`config.mk`:
```
export PLATFORM = sky130hd
export DESIGN_NAME = mem_io_port
export DESIGN_NICKNAME = d
export VERILOG_FILES = /design/src/rtl/fcpu_pkg.sv /design/src/rtl/mem_io_port.sv
export SDC_FILE = /design/constraint.sdc
export NUM_CORES = 1
export LEC_CHECK = 0
export ABC_CLOCK_PERIOD_IN_PS = 2000
export BUFFER_PORTS_ARGS = -buffer_cell sky130_fd_sc_hd__buf_2
export CORE_MARGIN = 3
export CORE_UTILIZATION = 40
export CTS_BUF_LIST = sky130_fd_sc_hd__clkbuf_16
export DETAILED_ROUTE_END_ITERATION = 16
export PLACE_DENSITY_LB_ADDON = 0.05
export SETUP_SLACK_MARGIN = 0.15
export SLEW_MARGIN = 20
export SYNTH_ARGS = -nofsm -noshare
export SYNTH_HDL_FRONTEND = slang
export SYNTH_SLANG_ARGS = --single-unit
```
`constraint.sdc`:
```
create_clock -name clk -period 2 [get_ports clk]
set_input_delay 0.2 -clock clk [delete_from_list [all_inputs] [get_ports clk]]
set_output_delay 0.2 -clock clk [all_outputs]
set_load 0.01 [all_outputs]
```
`src/rtl/fcpu_pkg.sv`:
```
// Shared CPU definitions: datapath widths, memory/IO opcodes and request types used by the
// memory functional unit, its committer and the memory/IO back end.
package fcpu_pkg;

  localparam int unsigned DATA_W      = 32;
  localparam int unsigned RSV_ID_W    = 4;
  localparam int unsigned INSTR_W     = 6;
  localparam int unsigned DRAM_ADDR_W = 16;

  // Memory and I/O opcodes; B/R/F variants differ only in how the MFU forms the address.
  localparam logic [INSTR_W-1:0] OP_LOAD    = 6'h10;
  localparam logic [INSTR_W-1:0] OP_LOADB   = 6'h11;
  localparam logic [INSTR_W-1:0] OP_LOADR   = 6'h12;
  localparam logic [INSTR_W-1:0] OP_LOADF   = 6'h13;
  localparam logic [INSTR_W-1:0] OP_LOADBF  = 6'h14;
  localparam logic [INSTR_W-1:0] OP_LOADRF  = 6'h15;
  localparam logic [INSTR_W-1:0] OP_STORE   = 6'h18;
  localparam logic [INSTR_W-1:0] OP_STOREB  = 6'h19;
  localparam logic [INSTR_W-1:0] OP_STORER  = 6'h1A;
  localparam logic [INSTR_W-1:0] OP_STOREF  = 6'h1B;
  localparam logic [INSTR_W-1:0] OP_STOREBF = 6'h1C;
  localparam logic [INSTR_W-1:0] OP_STORERF = 6'h1D;
  localparam logic [INSTR_W-1:0] OP_INPUT   = 6'h20;
  localparam logic [INSTR_W-1:0] OP_INPUTF  = 6'h21;
  localparam logic [INSTR_W-1:0] OP_OUTPUT  = 6'h22;

  typedef struct packed {
    logic [RSV_ID_W-1:0] rsv_id;
    logic [INSTR_W-1:0]  opcode;
    logic [DATA_W-1:0]   address;
    logic [DATA_W-1:0]   data;
  } mem_req_t;

  typedef enum logic [2:0] {
    MIO_IDLE = 3'd0,
    MIO_RD   = 3'd1,
    MIO_IN   = 3'd2,
    MIO_OUT  = 3'd3,
    MIO_RESP = 3'd4
  } mio_state_t;

  function automatic logic is_load(input logic [INSTR_W-1:0] op);
    return op inside {OP_LOAD, OP_LOADB, OP_LOADR, OP_LOADF, OP_LOADBF, OP_LOADRF};
  endfunction

  function automatic logic is_store(input logic [INSTR_W-1:0] op);
    return op inside {OP_STORE, OP_STOREB, OP_STORER, OP_STOREF, OP_STOREBF, OP_STORERF};
  endfunction

  function automatic logic is_input(input logic [INSTR_W-1:0] op);
    return op inside {OP_INPUT, OP_INPUTF};
  endfunction

  function automatic logic is_output(input logic [INSTR_W-1:0] op);
    return op == OP_OUTPUT;
  endfunction

endpackage

```
`src/rtl/mem_io_port.sv`:
```
// Memory/IO back end of the MFU: executes committed requests one at a time against the
// synchronous data RAM or the byte-wide I/O channels, returning tagged load/input results.
module mem_io_port
  import fcpu_pkg::*;
(
  input  logic                   clk,
  input  logic                   nrst,
  input  logic                   i_valid,
  input  logic [RSV_ID_W-1:0]    i_rsv_id,
  input  logic [INSTR_W-1:0]     i_opcode,
  input  logic [DATA_W-1:0]      i_address,
  input  logic [DATA_W-1:0]      i_data,
  output logic                   i_ready,
  output logic                   r_valid,
  output logic [RSV_ID_W-1:0]    r_rsv_id,
  output logic [DATA_W-1:0]      r_data,
  input  logic                   r_ready,
  output logic [DRAM_ADDR_W-1:0] dram_addr,
  output logic                   dram_we,
  output logic [DATA_W-1:0]      dram_wdata,
  input  logic [DATA_W-1:0]      dram_rdata,
  output logic [7:0]             io_o_data,
  output logic                   io_o_valid,
  input  logic                   io_o_ready,
  input  logic [7:0]             io_i_data,
  input  logic                   io_i_valid,
  output logic                   io_i_ready,
  output logic                   err
);

  mio_state_t          state_q, state_d;
  logic [RSV_ID_W-1:0] tag_q, tag_d;
  logic [DATA_W-1:0]   rdata_q, rdata_d;
  logic [7:0]          obyte_q, obyte_d;
  logic [1:0]          cnt_q, cnt_d;
  logic                word_q, word_d;
  logic                err_q, err_d;

  mem_req_t req;
  logic     accept;
  logic     unused_addr_hi;

  assign req = '{rsv_id: i_rsv_id, opcode: i_opcode, address: i_address, data: i_data};
  // Only the low word-address bits reach the RAM.
  assign unused_addr_hi = ^req.address[DATA_W-1:DRAM_ADDR_W];

  // Gated by nrst so the combinational RAM strobes stay quiet while reset is held.
  assign i_ready = nrst && (state_q == MIO_IDLE);
  assign accept  = i_valid && i_ready;

  always_comb begin
    state_d    = state_q;
    tag_d      = tag_q;
    rdata_d    = rdata_q;
    obyte_d    = obyte_q;
    cnt_d      = cnt_q;
    word_d     = word_q;
    err_d      = err_q;
    dram_addr  = '0;
    dram_we    = 1'b0;
    dram_wdata = '0;

    unique case (state_q)
      MIO_IDLE: begin
        if (accept) begin
          if (is_store(req.opcode)) begin
            dram_we    = 1'b1;
            dram_addr  = req.address[DRAM_ADDR_W-1:0];
            dram_wdata = req.data;
          end else if (is_load(req.opcode)) begin
            dram_addr = req.address[DRAM_ADDR_W-1:0];
            tag_d     = req.rsv_id;
            state_d   = MIO_RD;
          end else if (is_output(req.opcode)) begin
            obyte_d = req.data[7:0];
            state_d = MIO_OUT;
          end else if (is_input(req.opcode)) begin
            tag_d   = req.rsv_id;
            cnt_d   = 2'd0;
            word_d  = (req.opcode == OP_INPUTF);
            state_d = MIO_IN;
          end else begin
            err_d = 1'b1;
          end
        end
      end
      MIO_RD: begin
        rdata_d = dram_rdata;
        state_d = MIO_RESP;
      end
      MIO_IN: begin
        if (io_i_valid) begin
          if (word_q) begin
            // Word input arrives MSB first; four shifts flush any stale data.
            rdata_d = {rdata_q[DATA_W-9:0], io_i_data};
            cnt_d   = cnt_q + 2'd1;
            if (cnt_q == 2'd3) begin
              state_d = MIO_RESP;
            end
          end else begin
            rdata_d = {{(DATA_W-8){1'b0}}, io_i_data};
            state_d = MIO_RESP;
          end
        end
      end
      MIO_OUT: begin
        if (io_o_ready) begin
          state_d = MIO_IDLE;
        end
      end
      MIO_RESP: begin
        if (r_ready) begin
          state_d = MIO_IDLE;
        end
      end
      default: state_d = MIO_IDLE;
    endcase
  end

  always_ff @(posedge clk or negedge nrst) begin
    if (!nrst) begin
      state_q <= MIO_IDLE;
      tag_q   <= '0;
      rdata_q <= '0;
      obyte_q <= '0;
      cnt_q   <= '0;
      word_q  <= 1'b0;
      err_q   <= 1'b0;
    end else begin
      state_q <= state_d;
      tag_q   <= tag_d;
      rdata_q <= rdata_d;
      obyte_q <= obyte_d;
      cnt_q   <= cnt_d;
      word_q  <= word_d;
      err_q   <= err_d;
    end
  end

  assign r_valid    = (state_q == MIO_RESP);
  assign r_rsv_id   = tag_q;
  assign r_data     = rdata_q;
  assign io_o_valid = (state_q == MIO_OUT);
  assign io_o_data  = obyte_q;
  assign io_i_ready = (state_q == MIO_IN);
  assign err        = err_q;

endmodule

```
==> impl_metrics.ini <==
[outcome]
status = finished, final reports clean

[logic_synthesis]
ys_top_cells_by_count = 51 x sky130_fd_sc_hd__dfrtp_1, 49 x sky130_fd_sc_hd__and2_1, 46 x sky130_fd_sc_hd__nand2_1, 38 x sky130_fd_sc_hd__nor2_1, 32 x sky130_fd_sc_hd__a31oi_1
synthCells = 328
synth-edff-count = 0
synth.cell_area_um2 = 2810
yosys.area.top_type = sky130_fd_sc_hd__dfrtp_1
post-synth-top-count-cell = sky130_fd_sc_hd__dfrtp_1
synth_top_cell_area_share_pct = 45.4
yosysWarnings = 0
synth-seq-area-share_pct = 45.4
async_reset_ff_share_pct = 100
post_synth_num_cell_types = 33
synth.avg_cell_area_um2 = 8.57
synth.top_cells.by_area = sky130_fd_sc_hd__dfrtp_1 45%, sky130_fd_sc_hd__and2_1 11%, sky130_fd_sc_hd__a31oi_1 7.1%
synth-main-ff-cell = sky130_fd_sc_hd__dfrtp_1
synth_seq_cells = 51
syn-num-nets = 449

[sta]
clock-skew-final_ps = 5.63
unrepaired_setup_endpoints_after_global_routing = true
timing_hold_violations_final = 0
setup-violations-final = 0
count_of_final_max_slew_check_failures = 0
min_period_ps = 1850
finalWorstSetupSlack_ps = 155
timing.slew.headroom_pct = 61.3
fin_tns_setup_ps = 0
clock.fmax_mhz = 542
worst-slew-pin-transition_ps = 581
final_min_period_over_clock_period_pct = 92.3

[global_route]
initial_antenna_violation_count = 0
grt_overflow_total = 0
grt_pass1_wl_um = 14100
grtUsageTotal_pct = 20.4
grt_max_degree = 55
first_global_vias = 2938

[pwr]
power_leakage_uw = 0.00222
design_power_total_uw = 4570
power.density_cell_area_nw_per_um2 = 1090
worst_case_vdd_ir_drop_mv = 0.683

[setup_path]
cp.arrival_ps = 1650
timing.critical_path.slowest_stage_cell = sky130_fd_sc_hd__dfrtp_1
critical_path_required_ps = 1800
critical_path_cell_by_cell = nor3_2, nand3_2, nor2_4, buf_12, and2_1, buf_2
worst-path-max-fanout = 33
critPathLaunchType = register
timing.critical_path.to_type = output pin
worst-setup-path-type = reg2out
max_stage_delay_ps = 400

[detailed_routing]
detail_route.wirelength_um = 8380
drt.antenna.violating_nets = 0
route.detailed.vias_per_inst = 4.84
drt-wirelength-per-cell_um = 13.5
drcViolationCount = 0
dr.first_iter.drc_count = 107
vias = 3015
drt-pass1-iter-count = 4

[clock_tree]
clock_insertion_delay_worst_skew_ps = 280
numCtsBuffers = 5
tritoncts = done
htree_levels = 2
clockBufferDepth = 2
clkSinkCount = 51
clkTransAtPathRegs_ps = 60
clock_tree.root_cell = sky130_fd_sc_hd__clkbuf_16

[floorplanning]
dieWidth_um = 89.8
die-area_um2 = 8070
initial_core_util_pct = 42.8
io-pin-count = 218
die_h_um = 89.8
core_area_um2 = 6570
fp-row-count = 29

[cells_and_area]
multi_input_area_um2 = 1460
ff_latch_area_um2 = 1280
nFillCells = 603
stdcell_count = 623
post-route-util_pct = 63.8
area_growth_syn_to_layout_pct = 49.0
final_nets = 651
n_antenna_cell = 0
post_route_cells_drive_above_1_share_pct = 47.2

[hold_path]
hold_path_class = in2async

[placement]
place.gp.congestion = 0.813
dp_hpwl_um = 6440
port_buffers = 201
detailedPlace.worstSlack_ps = 155
placed_cells = 611

[flow_run]
timing.max_cap.violations = 0
==> sequential cells by signal (all words and copies together) (netlist names) <==
| register | cells |
|---|---|
| state_q | 3 |
| r_rsv_id | 4 |
| cnt_q | 2 |
| err | 1 |
| word_q | 1 |
| io_o_data | 8 |
| r_data | 32 |
==> layout make-up <==
class                           instances  share of cell area [%]
Clock buffer                            5                    2.99
Clock inverter                          2                   0.329
Inverter                                6                   0.538
Multi-Input combinational cell        247                    34.7
Sequential cell                        51                    30.5
Tap cell                               93                    2.78
Timing Repair Buffer                  219                    28.2
==> critical path: cells and delay by family, from the launching register on <==
| kind | cells | cell delay (ps) |
|---|---|---|
| buf+inv | 2 | 290 |
| simple gates | 4 | 670 |
| flops | 1 | 400 |
==> per-layer routing <==
metal / vias up / track usage [%] / wire length, µm
met5: - / 0 / 0
met1: 1361 / 26.4 / 3620
met4: 0 / 3.19 / 24
li1: 1538 / - / -
met2: 114 / 35.7 / 4130
met3: 2 / 4.67 / 606
==> where the power goes <==
| part | leakage [µW] | internal (µW) | total [µW] | switching [µW] |
|---|---|---|---|---|
| sequential | 0.000594 | 1430 | 1720 | 283 |
| clock | 0.0000696 | 456 | 805 | 349 |
| combinational | 0.00155 | 912 | 2050 | 1140 |
==> worst paths after layout <==
kind                        startpoint            end  slack (ps)  cells after the start
max in group asynchronous         nrst       cnt_q[0]        1370                      2
min in group clk           i_rsv_id[3]    r_rsv_id[3]         150                      2
max reg2reg                 state_q[1]   io_o_data[5]         200                      6
min                               nrst    r_rsv_id[1]         110                      2
max                         state_q[1]  dram_wdata[0]         150                      6
min reg2reg                        err            err         470                      2
==> what timing repair did <==
| item | 4_1_cts | 5_1_grt |
|---|---|---|
| resized for setup | 4 | 7 |
| hold buffers | 1 | 0 |
| buffers inserted | 3 | 1 |
| setup endpoints to repair | 49 | 61 |
| endpoints found under the hold margin | 5 | 0 |
| pin swaps | 2 | 2 |
==> cell families after synthesis <==
logic type / Yosys count / synth area share, %
simple gates: 180 / 32.3
flops: 51 / 45.4
mux: 17 / 6.68
buf+inv: 30 / 4.14
fa+ha+maj: 1 / 0.445
compound gates: 49 / 11.0
==> placed cells by master, fill, tap and decap left out, types with 5 or more instances in the layout <==
cell type,n
sky130_fd_sc_hd__and2_1,49
sky130_fd_sc_hd__nand2_1,45
sky130_fd_sc_hd__a21oi_1,6
sky130_fd_sc_hd__buf_2,201
sky130_fd_sc_hd__mux2_2,14
sky130_fd_sc_hd__clkbuf_16,5
sky130_fd_sc_hd__inv_1,5
sky130_fd_sc_hd__nor2_1,36
sky130_fd_sc_hd__a31oi_1,32
sky130_fd_sc_hd__nor3_1,5
sky130_fd_sc_hd__buf_4,12
sky130_fd_sc_hd__nand3_1,26
sky130_fd_sc_hd__dfrtp_1,51
==> metrics by stage <==
step | cell area (µm²) | hold slack (ps)
5_1_grt | 4190 | 155
3_5_place_dp | 3970 | 69.6
3_3_place_gp | 3970 | 70.0
4_1_cts | 4160 | 147
2_1_floorplan | 2810 | -95.6
6_report | 4190 | 114
(Power assumes the default switching activity.)
